<file path="src/rtl/rc_bit_generator_pkg.sv">
// rtl/rc_bit_generator_pkg.sv - shared Keccak iota constants, FSM encoding and slice-position decode
package rc_bit_generator_pkg;

    localparam int          ROUNDS       = 24;
    localparam int          LANE         = 64;
    localparam logic [7:0]  RC_LFSR_SEED = 8'h01;
    localparam logic [7:0]  RC_LFSR_TAPS = 8'h71;

    typedef enum logic [1:0] {
        IDLE   = 2'd0,
        SEEK   = 2'd1,
        STREAM = 2'd2
    } rc_state_e;

    // Only slices 2^j-1 carry an LFSR-derived bit; all others are zero.
    function automatic logic is_rc_pos(input logic [5:0] slice);
        return (slice & (slice + 6'd1)) == 6'd0;
    endfunction

endpackage

</file>
<file path="src/rtl/rc_bit_generator_counter.sv">
// rtl/rc_bit_generator_counter.sv - modulo-N up counter with clear, enable and terminal-count flag
module CounterModN #(
    parameter int N = 64,
    parameter int W = $clog2(N)
) (
    input  logic         clk,
    input  logic         clr,
    input  logic         en,
    output logic [W-1:0] q,
    output logic         co
);

    logic [W-1:0] q_q;
    logic [W-1:0] q_d;

    always_comb begin
        q_d = q_q;
        if (clr) begin
            q_d = '0;
        end else if (en) begin
            q_d = co ? '0 : q_q + W'(1);
        end
    end

    always_ff @(posedge clk) begin
        q_q <= q_d;
    end

    assign q  = q_q;
    assign co = (q_q == W'(N - 1));

endmodule

</file>
<file path="src/rtl/rc_bit_generator_lfsr.sv">
// rtl/rc_bit_generator_lfsr.sv - rc(t) LFSR x^8+x^6+x^5+x^4+1, clr loads the seed and wins over step
module rc_lfsr
    import rc_bit_generator_pkg::*;
(
    input  logic       clk,
    input  logic       clr,
    input  logic       step,
    output logic       rc_out
);

    logic [7:0] s_q;
    logic [7:0] s_d;

    always_comb begin
        s_d = s_q;
        if (clr) begin
            s_d = RC_LFSR_SEED;
        end else if (step) begin
            s_d = {s_q[6:0], 1'b0} ^ ({8{s_q[7]}} & RC_LFSR_TAPS);
        end
    end

    always_ff @(posedge clk) begin
        s_q <= s_d;
    end

    assign rc_out = s_q[0];

endmodule

</file>
<file path="src/rtl/rc_bit_generator.sv">
// rtl/rc_bit_generator.sv - slice-serial Keccak iota RC bit producer; RC_LANE_OUT_EN adds the assembled rcLane output
module rc_bit_generator
    import rc_bit_generator_pkg::*;
(
    input  logic        clk,
    input  logic        rst,
    input  logic        start,
    input  logic [4:0]  roundNum,
    input  logic        sliceEn,
    output logic        ready,
    output logic        rcValid,
    output logic        rcBit,
    output logic        sliceCo,
    output logic        err
`ifdef RC_LANE_OUT_EN
    ,
    output logic [63:0] rcLane
`endif
);

    localparam logic [4:0] ROUND_LIMIT = 5'(ROUNDS);
    localparam logic [4:0] LAST_ROUND  = 5'(ROUNDS - 1);

    rc_state_e  state_q, state_d;
    logic [4:0] round_q, round_d;
    logic [4:0] next_round_q, next_round_d;
    logic [7:0] seek_cnt_q, seek_cnt_d;
    logic       ready_q, ready_d;
    logic       valid_q, valid_d;
    logic       slice_co_q, slice_co_d;
    logic       err_q, err_d;

    logic       lfsr_clr, lfsr_step, lfsr_bit;
    logic       cnt_en, cnt_co, rc_pos, lane_clr, consume;
    logic [5:0] slice;

    rc_lfsr u_lfsr (
        .clk    (clk),
        .clr    (lfsr_clr),
        .step   (lfsr_step),
        .rc_out (lfsr_bit)
    );

    CounterModN #(.N(LANE)) u_slice_cnt (
        .clk (clk),
        .clr (rst),
        .en  (cnt_en),
        .q   (slice),
        .co  (cnt_co)
    );

    assign rc_pos  = is_rc_pos(slice);
    assign rcBit   = (state_q == STREAM) && rc_pos && lfsr_bit;
    assign consume = (state_q == STREAM) && sliceEn;

    always_comb begin
        state_d      = state_q;
        round_d      = round_q;
        next_round_d = next_round_q;
        seek_cnt_d   = seek_cnt_q;
        slice_co_d   = 1'b0;
        err_d        = 1'b0;
        lfsr_clr     = rst;
        lfsr_step    = 1'b0;
        cnt_en       = 1'b0;
        lane_clr     = 1'b0;
        case (state_q)
            IDLE: begin
                if (start) begin
                    if (roundNum >= ROUND_LIMIT) begin
                        err_d = 1'b1;
                    end else begin
                        round_d  = roundNum;
                        lane_clr = 1'b1;
                        if (roundNum == next_round_q) begin
                            state_d = STREAM;
                        end else begin
                            // Out-of-order round: rewind to t=0 and fast-forward 7 steps per round.
                            lfsr_clr   = 1'b1;
                            seek_cnt_d = 8'd7 * {3'b000, roundNum};
                            state_d    = (roundNum == 5'd0) ? STREAM : SEEK;
                        end
                    end
                end
            end
            SEEK: begin
                lfsr_step  = 1'b1;
                seek_cnt_d = seek_cnt_q - 8'd1;
                if (seek_cnt_q == 8'd1) begin
                    state_d = STREAM;
                end
            end
            STREAM: begin
                if (sliceEn) begin
                    cnt_en    = 1'b1;
                    lfsr_step = rc_pos;
                    if (cnt_co) begin
                        state_d    = IDLE;
                        slice_co_d = 1'b1;
                        if (round_q == LAST_ROUND) begin
                            next_round_d = 5'd0;
                            lfsr_clr     = 1'b1;
                        end else begin
                            next_round_d = round_q + 5'd1;
                        end
                    end
                end
            end
            default: state_d = IDLE;
        endcase
        ready_d = (state_d == IDLE);
        valid_d = (state_d == STREAM);
    end

    always_ff @(posedge clk) begin
        if (rst) begin
            state_q      <= IDLE;
            round_q      <= '0;
            next_round_q <= '0;
            seek_cnt_q   <= '0;
            ready_q      <= 1'b1;
            valid_q      <= 1'b0;
            slice_co_q   <= 1'b0;
            err_q        <= 1'b0;
        end else begin
            state_q      <= state_d;
            round_q      <= round_d;
            next_round_q <= next_round_d;
            seek_cnt_q   <= seek_cnt_d;
            ready_q      <= ready_d;
            valid_q      <= valid_d;
            slice_co_q   <= slice_co_d;
            err_q        <= err_d;
        end
    end

    assign ready   = ready_q;
    assign rcValid = valid_q;
    assign sliceCo = slice_co_q;
    assign err     = err_q;

`ifdef RC_LANE_OUT_EN
    logic [63:0] lane_q, lane_d;

    always_comb begin
        lane_d = lane_q;
        if (lane_clr) begin
            lane_d = '0;
        end else if (consume) begin
            lane_d[slice] = rcBit;
        end
    end

    always_ff @(posedge clk) begin
        if (rst) begin
            lane_q <= '0;
        end else begin
            lane_q <= lane_d;
        end
    end

    assign rcLane = lane_q;
`else
    logic unused_lane;
    assign unused_lane = lane_clr ^ consume;
`endif

endmodule
</file>
<file path="config.mk">
export PLATFORM = sky130hd
export DESIGN_NAME = rc_bit_generator
export DESIGN_NICKNAME = d
export VERILOG_FILES = /design/src/rtl/rc_bit_generator_pkg.sv /design/src/rtl/rc_bit_generator_counter.sv /design/src/rtl/rc_bit_generator_lfsr.sv /design/src/rtl/rc_bit_generator.sv
export SDC_FILE = /design/constraint.sdc
export NUM_CORES = 1
export LEC_CHECK = 0
export BUFFER_PORTS_ARGS = -buffer_cell sky130_fd_sc_hd__buf_2
export CELL_PAD_IN_SITES_DETAIL_PLACEMENT = 1
export CELL_PAD_IN_SITES_GLOBAL_PLACEMENT = 2
export CORE_MARGIN = 2
export CORE_UTILIZATION = 40
export DETAILED_ROUTE_END_ITERATION = 7
export PLACE_DENSITY = 0.81
export SLEW_MARGIN = 25
export SYNTH_ARGS = -nofsm -noshare
export SYNTH_HDL_FRONTEND = slang
export SYNTH_SLANG_ARGS = --single-unit
</file>
<file path="constraint.sdc">
create_clock -name clk -period 4.8 [get_ports clk]
set_clock_uncertainty 0.05 [all_clocks]
set_input_delay 0.96 -clock clk [delete_from_list [all_inputs] [get_ports clk]]
set_output_delay 0.96 -clock clk [all_outputs]
set_load 0.01 [all_outputs]
</file>
==> results of run 1 <==
[stage by stage]
step                cell area, µm²  utilization (%)
global placement              2550             43.4
finish                        2630             44.7
CTS                           2630             44.7
global route                  2630             44.7
floorplan                     2420                -
detailed placement            2550             43.4
[worst min-delay path, cell delays in order, from the launching register on]
cell and delay (ns):
dfxtp_1 0.31, nand2_1 0.05, a21oi_1 0.05
[registers in the layout (all words and copies together), names as in the netlist]
name           count
rcValid            1
next_round_q       5
u_slice_cnt.q      6
state_q            2
err                1
seek_cnt_q         8
round_q            5
u_lfsr.s_q         8
ready              1
sliceCo            1
[routing by layer]
layer,GRT usage (%),vias to the layer above,share of wire (%)
li1,-,1012,-
met1,26.4,976,50
met2,30.5,10,47
met3,3.30,7,1.7
met4,5.50,0,1.2
met5,0,-,0
[cell type report]
type | instances | area (µm²) | area share [%]
Clock buffer | 5 | 68.8 | 2.61
Clock inverter | 2 | 10.0 | 0.380
Timing Repair Buffer | 13 | 65.1 | 2.47
Inverter | 19 | 71.3 | 2.71
Multi-Input combinational cell | 216 | 1560 | 59.4
Sequential cell | 38 | 761 | 28.9
Tap cell | 75 | 93.8 | 3.56
[cells in the mapped netlist (all sizes together), types with 3 or more instances]
cell type | instances | share of area [%]
dfxtp | 38 | 31
nand2 | 31 | 4.8
nor2 | 31 | 4.8
ha | 23 | 12
inv | 18 | 2.8
a21oi | 13 | 2.7
nand3 | 9 | 1.9
o21ai | 9 | 2.0
mux2i | 8 | 3.3
a211oi | 7 | 2.2
clkbuf | 7 | 1.1
nor3 | 7 | 1.4
xor2 | 7 | 2.5
fa | 5 | 4.1
xnor2 | 5 | 1.8
a32o | 4 | 1.7
and2 | 4 | 1.0
nor2b | 4 | 1.0
o22ai | 4 | 1.0
a21o | 3 | 0.93
a31oi | 3 | 0.77
and3 | 3 | 0.77
nand3b | 3 | 0.93
nor4 | 3 | 2.0
[worst min-delay path by stage]
stage	from	to	slack, ns	cells after the start
2_1_floorplan	round_q[3]	round_q[3]	0.39	2
3_3_place_gp	round_q[3]	round_q[3]	0.40	2
3_5_place_dp	round_q[3]	round_q[3]	0.40	2
4_1_cts	round_q[3]	round_q[3]	0.42	2
5_1_grt	round_q[3]	round_q[3]	0.47	2
6_report	round_q[3]	round_q[3]	0.42	2
[cells by family (layout without fill, tap and decap cells)]
family                     count (synthesis)  after routing  synth area share (%)
DFF                                       38             38                  31.4
adders and majority gates                 28             28                  16.0
xor gates and xnor gates                  12             12                  4.33
and+or+nand+nor                          104            104                  21.4
AOI/OAI and AO/OA                         62             62                  18.5
buffers and inverters                     27             39                  4.18
muxes                                     10             10                  4.23
[report_power, final]
group          internal [µW]  switching [µW]  total (µW)
logic                   75.4             110         185
registers                331            18.2         350
clock network           97.4             109         206
==> results.toml, run 1 <==
[finish]
final_nets = 330
nFillCells = 746
synthToLayoutAreaGrowth_pct = 8.57
final_cells = 368
layout_common_cells = "dfxtp_1 (38), nand2_1 (31), nor2_1 (31), ha_1 (23), inv_1 (18)"
final_common_cell = "dfxtp_1"
drive_gt1_share_pct = 10.2
num_antenna_cells = 0

[pwr]
total_power_uw = 741
leakagePower_uw = 0.00114
ir_drop_mv = 0.188
power_density_nw_per_um2 = 281

[cts]
htree_num_levels = 2
cts_resized = 0
cts_setup_buffers = 0
cts_inserted_buffers = 5
insertion_delay_ns = 0.29
clock-sinks = 38
cts_buffer_depth = 2
clk_pin_slew_ns = 0.07
cts_tree = "yes"
cts_root_buf = "clkbuf_8"
holdBufCountCts = 0

[worst_setup_path]
max_stage_delay_ns = 0.51
crit_slowest_cell = "or4_1"
r2r-end = "seek_cnt_q[4]"
path_cells = "nand3_1, or2_2, ha_1, or4_1, nor3_1, buf_2"
crit_required_ns = 3.79
cp-start-kind = "register"
crit_fanout = 5
ff2ff_path_depth = 6
reg2reg_slack_ns = 2.19
cpLargestDelayFamily = "simple AND/OR/NAND/NOR gates"
end_kind = "primary output"
cp_num_buf_inv = 1
crit_cells = 6
setup.worst_path.start = "u_slice_cnt.q[2]"
path_class = "register to primary output"
crit_end = "rcBit"
r2r_start = "state_q[1]"
cp.arrival_ns = 2.13

[synthesis]
ys_seq_elements = 38
avgSynthCellArea_um2 = 8.63
ys.flop_type = "dfxtp_1"
ys_types = 53
async_reset_ff_share_pct = 0
syn-cell-area_um2 = 2420
synth_fp_nets = 318
yosys_warnings = 0
netlist_instances = 281
synth_edf_count = 0
yosysSeqAreaShare_pct = 31.4

[sta]
tightest_slew_ns = 0.728
whs_ns = 0.417
max_freq_ghz = 0.319
max_slew_margin_pct = 51.4
setup_violations = 0
finalWorstSetupSlack_ns = 1.66
setup_tns_ns = 0
post-route-period-util_pct = 65.4
final_max_slew_viol_count = 0
fin_crit_ns = 3.14
rsz0062_at_grt = "no"
final_hold_viol_count = 0

[grt]
gr-usage-all-layers_pct = 19.1
antenna_found_initial = 0
overflow = 0
grt_pass1_vias = 2004
grt_pass1_wl_mm = 9.80
grt_max_degree = 25

[placement]
dp_slack_ns = 1.56
gp_congestion = 0.780
port_buffers = 13
dp_hpwl_mm = 4.38
dp_cells = 361

[outcome]
status = "finished clean"

[floorplanning]
coreArea_um2 = 5890
die_x_um = 81.9
initial_core_util_pct = 41.2
num_rows = 28
dieHeight_um = 81.9
ios = 14
die_area_um2 = 6700

[drt]
vias_per_cell = 5.45
first_iter_violations = 85
vias = 2005
drt-total-wl_mm = 5.73
drtAntennaViolNets = 0
first_pass_iters = 4
route.detailed.drc = 0
routedWlPerCell_um = 15.6

[run]
maxCapViolCount = 0

[worst_hold_path]
hold_path.class = "register to register"
Note: power is estimated with default switching activity, not from simulation.
==> inputs of run 2 (changes only) <==
CORE_UTILIZATION = 34   (was 40)
PLACE_DENSITY = 0.73   (was 0.81)
clock period = 2.7 ns   (was 4.8 ns; I/O delays follow)
==> run 2 against run 1 <==
Setup slack got worse by 1.6 ns. Hold slack improved by 0.012 ns. Register-to-register slack worse by 2.0 ns. Critical path type unchanged. Wire length is 4.6% higher. Global-route usage decreased by 1.8 points. Cell area grew 7.9%. Via count up 3.0%.
==> results.toml, run 2 (synthesized netlist as in run 1, its figures left out) <==
[floorplanning]
die_x_um = 88.5
initial_core_util_pct = 35.5
num_rows = 30
die_area_um2 = 7820
coreArea_um2 = 6830
dieHeight_um = 88.5
ios = 14

[cts]
cts_inserted_buffers = 5
clock-sinks = 38
htree_num_levels = 2
clk_pin_slew_ns = 0.09
cts_buffer_depth = 2
holdBufCountCts = 0
insertion_delay_ns = 0.29
cts_tree = "yes"
cts_root_buf = "clkbuf_8"

[run]
maxCapViolCount = 0

[sta]
tightest_slew_ns = 0.593
finalWorstSetupSlack_ns = 0.111
final_hold_viol_count = 0
max_slew_margin_pct = 60.5
max_freq_ghz = 0.386
rsz0062_at_grt = "no"
post-route-period-util_pct = 95.9
setup_violations = 0
fin_crit_ns = 2.59
final_max_slew_viol_count = 0
setup_tns_ns = 0

[drt]
vias_per_cell = 5.10
drt-total-wl_mm = 6.00
route.detailed.drc = 0
first_pass_iters = 4
drtAntennaViolNets = 0
first_iter_violations = 60
vias = 2066
routedWlPerCell_um = 14.8

[grt]
grt_pass1_wl_mm = 10.8
grt_pass1_vias = 2223
grt_max_degree = 25
antenna_found_initial = 0
gr-usage-all-layers_pct = 17.4
overflow = 0

[pwr]
leakagePower_uw = 0.00124
total_power_uw = 1570
ir_drop_mv = 0.328
power_density_nw_per_um2 = 551

[worst_hold_path]
holdPathEnd = "round_q[3]"
hold_start = "round_q[3]"
hold_path.class = "register to register"
hold_depth = 2

[worst_setup_path]
cp_num_buf_inv = 1
reg2reg_slack_ns = 0.22
cp-start-kind = "register"
ff2ff_path_depth = 7
crit_slowest_cell = "or4_4"
cp.arrival_ns = 2.00
end_kind = "primary output"
crit_fanout = 4
path_class = "register to primary output"
cpLargestDelayFamily = "simple AND/OR/NAND/NOR gates"
path_cells = "nand3_1, or2_2, ha_1, or4_4, nor3_2, buf_2"
r2r_start = "u_slice_cnt.q[1]"
r2r-end = "u_lfsr.s_q[0]"
crit_required_ns = 2.11
max_stage_delay_ns = 0.49

[outcome]
status = "finished clean"

[finish]
num_antenna_cells = 0
final_nets = 345
nFillCells = 847
synthToLayoutAreaGrowth_pct = 17.2
final_common_cell = "dfxtp_1"
drive_gt1_share_pct = 16.2
layout_common_cells = "dfxtp_1 (36), nand2_1 (31), nor2_1 (31), ha_1 (23), inv_1 (18)"
final_util_pct = 41.6
final_cells = 405

[placement]
port_buffers = 13
gp_congestion = 0.811
dp_cells = 396
dp_hpwl_mm = 4.48
dp_slack_ns = -0.0331
-- run 2: per-layer routing --
layer / up-vias / part of all wire, % / global-route usage, % / routed length (µm)
met2: 17 / 46 / 29.5 / 2780
met5: - / 0 / 0 / 0
met3: 7 / 2.3 / 2.52 / 135
met4: 0 / 0.60 / 3.31 / 36
met1: 994 / 51 / 23.7 / 3050
li1: 1048 / - / - / -
-- run 2: repair_timing --
action                                  CTS  global route
pin swaps                                 1             0
gates resized for setup                   2             2
endpoints found under the setup margin    1             1
buffers inserted                          1             0
-- run 2: worst max path at each step --
stage / from / to / slack, ns / cells after the start
global placement: roundNum[0] / seek_cnt_q[6] / 0.01 / 10
CTS: u_slice_cnt.q[1] / rcBit / 0.03 / 6
detailed placement: roundNum[0] / seek_cnt_q[6] / -0.03 / 10
global route: u_slice_cnt.q[1] / rcBit / 0.01 / 6
finish: u_slice_cnt.q[1] / rcBit / 0.11 / 6
floorplan: roundNum[0] / seek_cnt_q[6] / 0.23 / 9
-- run 2: final cells by class --
class	instances	area [µm²]	area share, %
multi-input cells	216	1570	55.3
flip-flops and latches	38	763	26.9
repair buffers	28	178	6.25
well taps	96	120	4.23
inverters	19	71.3	2.51
clock buffers	5	68.8	2.42
clock inverters	3	68.8	2.42
-- run 2: report_power, final --
group	total [µW]	internal (µW)	leakage (µW)	switching (µW)
registers	620	589	0.000310	31.7
clock network	599	371	0.0000683	229
logic	347	149	0.000863	198
total	1570	1110	0.00124	458
-- run 2: worst register-to-register path: stages, from the launching register on --
cell and delay, ns:
dfxtp_2 0.36, nand3_1 0.11, or2_2 0.31, ha_1 0.18, or4_4 0.49, nor3b_1 0.29
o21ai_2 0.24, a211o_1 0.34
-- run 2: metrics by stage --
stage	hold WS (ns)	area, µm²
3_3_place_gp	0.395	2690
5_1_grt	0.469	2840
6_report	0.429	2840
4_1_cts	0.437	2830
2_1_floorplan	0.386	2420
3_5_place_dp	0.426	2690
==> inputs of run 3 (changes only) <==
CORE_UTILIZATION = 35   (was 34)
CTS_BUF_LIST = sky130_fd_sc_hd__clkbuf_2   (was not set)
PLACE_DENSITY = 0.74   (was 0.73)
==> run 3 against run 2 <==
Clock-buffer cell count is the same. Flip-flop and latch count is the same. Die area shrank 2.7%. Maximum frequency shrank 1.9%.
==> results.toml, run 3 (synthesized netlist as in run 1, its figures left out) <==
[sta]
fin_crit_ns = 2.64
max_slew_margin_pct = 61.6
max_freq_ghz = 0.379
whs_ns = 0.347
final_hold_viol_count = 0
setup_violations = 0
post-route-period-util_pct = 97.7
tightest_slew_ns = 0.576
rsz0062_at_grt = "yes"
final_max_slew_viol_count = 0

[grt]
overflow = 0
gr-usage-all-layers_pct = 17.4
grt_pass1_wl_mm = 10.4
grt_pass1_vias = 2135
grt_max_degree = 25
antenna_found_initial = 0

[drt]
vias_per_cell = 5.37
route.detailed.drc = 0
drt-total-wl_mm = 5.95
vias = 2087
routedWlPerCell_um = 15.3
first_pass_iters = 4
drtAntennaViolNets = 0
first_iter_violations = 48

[worst_setup_path]
path_class = "register to primary output"
reg2reg_slack_ns = 0.38
r2r_start = "state_q[0]"
r2r-end = "u_lfsr.s_q[4]"
end_kind = "primary output"
crit_required_ns = 2.11
cp.arrival_ns = 2.05
cp-start-kind = "register"
ff2ff_path_depth = 7
setup.worst_path.start = "u_slice_cnt.q[0]"
crit_fanout = 3

[cts]
cts_tree = "yes"
holdBufCountCts = 0
cts_root_buf = "clkbuf_2"
cts_inserted_buffers = 5
htree_num_levels = 2
cts_buffer_depth = 2
clock-sinks = 38
clk_pin_slew_ns = 0.22
insertion_delay_ns = 0.41

[finish]
multi_input_area_um2 = 1590
nFillCells = 817
drive_gt1_share_pct = 18.1
num_antenna_cells = 0
final_util_pct = 41.6
final_nets = 345
synthToLayoutAreaGrowth_pct = 15.8
layout_common_cells = "dfxtp_1 (34), nand2_1 (31), nor2_1 (31), ha_1 (20), inv_1 (18)"
final_common_cell = "dfxtp_1"
final-seq-area_um2 = 768

[pwr]
leakagePower_uw = 0.00122
power_density_nw_per_um2 = 510
ir_drop_mv = 0.233

[placement]
gp_congestion = 0.770
dp_hpwl_mm = 4.50
port_buffers = 13

[worst_hold_path]
hold_path.class = "input pin to register"
holdPathEnd = "err"
hold_start = "start"
hold_depth = 2

[floorplanning]
num_rows = 30
die_x_um = 87.2
die_area_um2 = 7610
ios = 14
dieHeight_um = 87.2
initial_core_util_pct = 35.9
coreArea_um2 = 6760

[run]
maxCapViolCount = 0

[outcome]
status = "finished clean"
## run 3: changes by cell type in the layout (fill, tap and decap cells not counted)
cell	previous run	this run
clkbuf_2	0	5
clkbuf_8	5	0
ha_1	23	20
dfxtp_1	36	34
ha_2	0	2
buf_4	15	14
buf_6	0	1
dfxtp_2	2	3
dfxtp_4	0	1
ha_4	0	1
nand3_1	9	8
nand3_2	0	1
## run 3: how the worst max path moves through the flow
stage	cells past startpoint	endpoint	slack [ns]
after floorplan	9	seek_cnt_q[6]	0.23
after global placement	10	seek_cnt_q[6]	0.01
after detailed placement	10	seek_cnt_q[6]	-0.04
after CTS	7	rcBit	0.007
after global routing	7	rcBit	-0.04
final	7	rcBit	0.06
## run 3: layout make-up
cell class / count / area share, %
clock inverter: 3 / 2.45
clock buffer: 5 / 0.891
timing repair buffer: 28 / 6.46
inverter: 19 / 2.54
tap: 80 / 3.56
multi-input combinational: 216 / 56.7
sequential: 38 / 27.3
## run 3: per-stage QoR
step	instance area [µm²]	std cells	total power, µW	setup TNS [ns]	setup slack [ns]
after floorplan	2420	281	869	0	0.232
after CTS	2810	389	1460	0	0.00750
after detailed placement	2660	379	981	-0.0356	-0.0356
final	2810	389	1430	0	0.0620
after global routing	2810	389	1530	-0.0438	-0.0438
after global placement	2660	379	978	0	0.0112
## run 3: timing repair
item	in CTS	in global routing
buffers inserted	2	0
pin swaps	3	0
gates resized for setup	11	2
setup endpoints to repair	1	1
## run 3: power by group
group	total [µW]	switching, µW	leakage [µW]	internal, µW
Combinational	347	198	0.000858	149
Sequential	621	31.5	0.000311	590
Clock	465	214	0.0000532	251
Total	1430	444	0.00122	989
## run 3: worst max-delay path, stage by stage (launching register included)
cell and delay [ns]:
dfxtp_2 0.40, buf_6 0.12, ha_4 0.13, inv_1 0.04, ha_2 0.16, or4_4 0.54
nor3_2 0.10, buf_2 0.14
## run 3: metal layers
layer	global-route usage (%)	up-vias	part of all wire, %
met1	23.7	1012	49
met4	5.03	0	1.2
met3	2.46	7	2.4
met5	0	-	0
met2	28.6	21	48
li1	-	1047	-
